File: src/rtl/period_meter.sv
// -----------------------------------------------------------------------------
// period_meter
//   Measures the period of a slow, possibly asynchronous square wave in
//   system-clock cycles. Each rising edge of sig_in closes the running period
//   and opens the next one. A stalled input produces a timeout pulse once the
//   counter saturates.
//
// Ports
//   clk          in   system clock, rising edge
//   rst_n        in   asynchronous active-low reset
//   en           in   measurement enable (synchronous to clk)
//   sig_in       in   signal under measurement (may be asynchronous)
//   period_out   out  last measured period in clk cycles, held between updates
//   period_valid out  one-cycle pulse when period_out has just been updated
//   timeout      out  one-cycle pulse when no rise arrives within 2^CNT_W-1
//   busy         out  high while a measurement is in progress
// -----------------------------------------------------------------------------
module period_meter #(
  parameter int CNT_W = 20
) (
  input  logic             clk,
  input  logic             rst_n,
  input  logic             en,
  input  logic             sig_in,
  output logic [CNT_W-1:0] period_out,
  output logic             period_valid,
  output logic             timeout,
  output logic             busy
);

  typedef enum logic {
    IDLE    = 1'b0,
    MEASURE = 1'b1
  } state_t;

  localparam logic [CNT_W-1:0] CNT_ZERO = {CNT_W{1'b0}};
  localparam logic [CNT_W-1:0] CNT_ONE  = {{(CNT_W-1){1'b0}}, 1'b1};
  localparam logic [CNT_W-1:0] CNT_MAX  = {CNT_W{1'b1}};

  logic             s1;
  logic             s2;
  logic             s3;
  logic             rise;
  state_t           state;
  state_t           state_nxt;
  logic [CNT_W-1:0] cnt;
  logic [CNT_W-1:0] cnt_nxt;
  logic [CNT_W-1:0] period_nxt;
  logic             valid_nxt;
  logic             timeout_nxt;

  // Two-flop synchronizer plus one history flop for edge detection.
  always_ff @(posedge clk or negedge rst_n) begin
    if (!rst_n) begin
      s1 <= 1'b0;
      s2 <= 1'b0;
      s3 <= 1'b0;
    end else begin
      s1 <= sig_in;
      s2 <= s1;
      s3 <= s2;
    end
  end

  // s3 resets low, so an input held high through reset yields one rise,
  // which can only arm the measurement.
  assign rise = s2 & ~s3;

  // State, counter and registered outputs.
  always_ff @(posedge clk or negedge rst_n) begin
    if (!rst_n) begin
      state        <= IDLE;
      cnt          <= CNT_ZERO;
      period_out   <= CNT_ZERO;
      period_valid <= 1'b0;
      timeout      <= 1'b0;
    end else begin
      state        <= state_nxt;
      cnt          <= cnt_nxt;
      period_out   <= period_nxt;
      period_valid <= valid_nxt;
      timeout      <= timeout_nxt;
    end
  end

  // Next-state logic; in MEASURE, disable beats rise, and rise beats the
  // saturation check, so a rise landing on the maximum count is a valid period.
  always_comb begin
    state_nxt   = state;
    cnt_nxt     = cnt;
    period_nxt  = period_out;
    valid_nxt   = 1'b0;
    timeout_nxt = 1'b0;
    case (state)
      IDLE: begin
        if (rise && en) begin
          cnt_nxt   = CNT_ONE;
          state_nxt = MEASURE;
        end else begin
          cnt_nxt   = CNT_ZERO;
          state_nxt = IDLE;
        end
      end
      MEASURE: begin
        if (!en) begin
          cnt_nxt   = CNT_ZERO;
          state_nxt = IDLE;
        end else if (rise) begin
          period_nxt = cnt;
          valid_nxt  = 1'b1;
          cnt_nxt    = CNT_ONE;
          state_nxt  = MEASURE;
        end else if (cnt == CNT_MAX) begin
          timeout_nxt = 1'b1;
          cnt_nxt     = CNT_ZERO;
          state_nxt   = IDLE;
        end else begin
          cnt_nxt   = cnt + CNT_ONE;
          state_nxt = MEASURE;
        end
      end
      default: begin
        cnt_nxt   = CNT_ZERO;
        state_nxt = IDLE;
      end
    endcase
  end

  assign busy = (state == MEASURE);

endmodule
File: config.mk
export PLATFORM = sky130hd
export DESIGN_NAME = period_meter
export DESIGN_NICKNAME = d
export VERILOG_FILES = /design/src/rtl/period_meter.sv
export SDC_FILE = /design/constraint.sdc
export NUM_CORES = 1
export LEC_CHECK = 0
export BUFFER_PORTS_ARGS = -buffer_cell sky130_fd_sc_hd__buf_2
export CELL_PAD_IN_SITES_DETAIL_PLACEMENT = 2
export CELL_PAD_IN_SITES_GLOBAL_PLACEMENT = 2
export CORE_ASPECT_RATIO = 1.25
export CORE_MARGIN = 5
export CORE_UTILIZATION = 40
export DETAILED_ROUTE_END_ITERATION = 8
export GPL_ROUTABILITY_DRIVEN = 0
export GPL_TIMING_DRIVEN = 0
export PLACE_DENSITY = 0.82
export REMOVE_ABC_BUFFERS = 1
export SYNTH_ARGS = -nofsm -noshare
export SYNTH_HDL_FRONTEND = slang
export SYNTH_SLANG_ARGS = --single-unit
export TNS_END_PERCENT = 10
File: constraint.sdc
create_clock -name clk -period 4.2 [get_ports clk]
set_clock_uncertainty 0.2 [all_clocks]
set_input_delay 0.21 -clock clk [delete_from_list [all_inputs] [get_ports clk]]
set_output_delay 0.21 -clock clk [all_outputs]
set_load 0.05 [all_outputs]
==> impl_metrics.sql <==
INSERT INTO impl_metrics (metric_group, metric, value, unit) VALUES
('status', 'run_status', 'complete, no violations', ''),
('sta', 'rsz0062_at_grt', 'no', ''),
('clock_tree', 'cts.repair_timing.setup_buffer_count', '0', ''),
('route', 'top_routing_layer_in_use', 'met4', ''),
('synthesis', 'ys_ff_latch', '46', ''),
('final_layout', 'layout-drive-gt1-share', '0.2714', ''),
('clock_tree', 'worst_setup_hold_path_clk_slew', '0.08', 'ns'),
('sta', 'fmax', '449.0', 'MHz'),
('synthesis', 'synth_top_area_frac', '0.5875', ''),
('clock_tree', 'cts.repair.resized', '0', ''),
('sta', 'finalSetupViolCount', '0', ''),
('final_layout', 'num-nets-final', '204', ''),
('synthesis', 'ys.warnings.count', '0', ''),
('worst_setup_path', 'critical_path.startpoint_type', 'flop', ''),
('worst_setup_path', 'path_buf_inv', '0', ''),
('worst_setup_path', 'crit_path_end_kind', 'flop', ''),
('route', 'routed-wl-met3', '128', 'um'),
('power_and_ir_drop', 'combinationalPowerShare', '0.050', ''),
('global_routing', 'grt.total_usage', '0.1628', ''),
('placement', 'port_buffers', '26', ''),
('route', '1st_iter_drt_viols', '46', ''),
('clock_tree', 'cell_at_the_root_of_the_clock_tree', 'sky130_fd_sc_hd__clkbuf_8', ''),
('route', 'met2WireLength', '2719', 'um'),
('floorplanning', 'coreArea', '0.004730', 'sq mm'),
('placement', 'dpl_worst_slack', '1.930', 'ns'),
('worst_setup_path', 'r2r-start', 's3', ''),
('sta', 'slew_headroom', '0.2918', ''),
('worst_hold_path', 'hold_start', 's1', ''),
('power_and_ir_drop', 'netSwitchingPower', '167.3', 'uW'),
('sta', 'fin_crit', '2.227', 'ns'),
('global_routing', 'grt_start_max_net_pins', '47', ''),
('sta', 'maxSlewViolCount', '0', ''),
('final_layout', 'stdcell_count', '259', ''),
('worst_setup_path', 'cp_data_arrival_time', '2.20', 'ns'),
('route', 'post_drt_wl_per_cell', '18.32', 'um'),
('synthesis', 'asyncSetResetFlopFracSynth', '1.000', ''),
('global_routing', 'vias_in_the_first_global_route', '1641', ''),
('final_layout', 'syn2layout_area_growth', '15.07', '%'),
('worst_setup_path', 'worst_path_max_delay_cell', 'sky130_fd_sc_hd__nand3_1', ''),
('route', 'drt-met1-wl', '1813', 'um'),
('final_layout', 'fillerInstances', '495', ''),
('worst_setup_path', 'worstPathCellList', 'nor2b_1 -> nand3_1 -> mux2_2', ''),
('floorplanning', 'fp.dieArea', '0.006407', 'sq mm'),
('clock_tree', 'worstSkewPairLatency', '0.29', 'ns'),
('synthesis', 'synth_enable_flop_cells', '0', ''),
('synthesis', 'ys_dominant_reg_cell', 'sky130_fd_sc_hd__dfrtp_1', ''),
('sta', 'totalNegativeSetupSlack', '0', 'ns'),
('clock_tree', 'cts.htree.levels', '2', ''),
('placement', 'dpl.cell_count', '249', ''),
('floorplanning', 'floorplan.die.height', '88.25', 'um'),
('worst_hold_path', 'worst_hold_path_type', 'reg -> reg', ''),
('sta', 'hold-worst-slack', '0.1534', 'ns'),
('sta', 'count_of_final_hold_check_violations', '0', ''),
('floorplanning', 'starting_density_of_the_core', '0.4143', ''),
('power_and_ir_drop', 'seq_power_share', '0.611', ''),
('synthesis', 'post_synthesis_cell_area', '0.001959', 'sq mm'),
('route', 'drt_first_pass_iters', '4', ''),
('synthesis', 'synthCells', '167', ''),
('synthesis', 'synth.area.top_cells', 'sky130_fd_sc_hd__dfrtp_1, sky130_fd_sc_hd__mux2_2, sky130_fd_sc_hd__xnor2_1', ''),
('worst_setup_path', 'path_class', 'reg -> reg', ''),
('sta', 'portion_of_the_clock_cycle_consumed_by_the_worst_path_in_the_final_layout', '0.5303', ''),
('global_routing', 'grt_antenna_before_repair', '0', ''),
('power_and_ir_drop', 'power_density', '327.7', 'mW/mm^2'),
('floorplanning', 'pin_count', '27', ''),
('worst_setup_path', 'critPathLaunch', 's3', ''),
('final_layout', 'final_core_utilization', '0.4767', ''),
('power_and_ir_drop', 'sw_frac_of_total', '0.2264', ''),
('global_routing', 'global_route.overflow_total', '0', ''),
('final_layout', 'n_antenna_cell', '0', ''),
('clock_tree', 'cts.sink_count', '46', ''),
('route', 'avgViaCountPerCell', '5.459', '');
-- through the flow --
step	cell area (sq um)	power (uW)
after global placement	2148	494.4
after detailed placement	2148	496.7
after CTS	2255	749.0
after global routing	2255	775.0
final	2255	739.0
after floorplan	1943	478.6
-- power groups by stage --
stage	Combinational [uW]	Sequential, uW	Clock (uW)
2_1_floorplan	8.63	470	0
3_3_place_gp	34.6	460	0
3_5_place_dp	36.4	460	0
4_1_cts	38.6	451	259
5_1_grt	41.4	452	281
6_report	37.2	451	250
-- flip-flops by register name (all words and copies together) (netlist names) --
name,cells
cnt,20
period_out,20
busy,1
period_valid,1
s1,1
s2,1
s3,1
timeout,1
-- routing by layer --
layer,up-vias,track usage
li1,650,-
met1,734,0.1701
met2,21,0.3218
met3,9,0.02955
met4,0,0.05201
met5,-,0
-- path summary, 6_finish.rpt --
kind | endpoint | slack, ns | depth (start not counted)
max | period_out[14] | 1.97 | 3
min | s2 | 0.15 | 0
max reg2reg | period_out[14] | 1.97 | 3
min reg2reg | s2 | 0.15 | 0
max in group asynchronous | cnt[6] | 2.73 | 2
min in group asynchronous | period_valid | 0.44 | 2
-- cells by family after synthesis --
kind of cell,count (synthesis),share of synthesized area
compound gates,16,0.04789
fa+ha+maj,1,0.006385
mux,19,0.1092
simple gates,66,0.1814
xor+xnor,12,0.05364
buf+inv,7,0.01405
flops,46,0.5875
-- cells in the final DEF, fill, tap and decap left out, drive strengths merged, types with 2 or more instances in the layout --
cell type | synthesis | layout
and3 | 3 | 3
nor3 | 7 | 7
or4 | 3 | 3
nor2b | 2 | 2
clkbuf | 2 | 7
nand4 | 6 | 6
mux2 | 19 | 19
nand2 | 10 | 10
xor2 | 4 | 4
xnor2 | 8 | 8
nand3 | 12 | 12
a21oi | 6 | 6
dlygate4sd3 | 0 | 3
and2 | 2 | 2
dfrtp | 46 | 46
inv | 3 | 3
or3 | 2 | 2
buf | 2 | 26
o31ai | 3 | 3
o21ai | 5 | 5
nor2 | 15 | 15
-- final cells by class --
cell class                      count  area, sq um  area share
Clock buffer                        7        76.32     0.03385
Inverter                            3        11.26    0.004994
Multi-Input combinational cell    114        780.7      0.3463
Sequential cell                    46         1151      0.5105
Tap cell                           60        75.07     0.03330
Timing Repair Buffer               29        160.2     0.07103
-- timing repair --
| item | CTS | global route |
|---|---|---|
| hold buffers | 3 | 0 |
| endpoints found under the setup margin | 0 | 0 |
| hold endpoints to repair | 48 | 0 |
No activity file was read; power rests on OpenSTA's default activity.
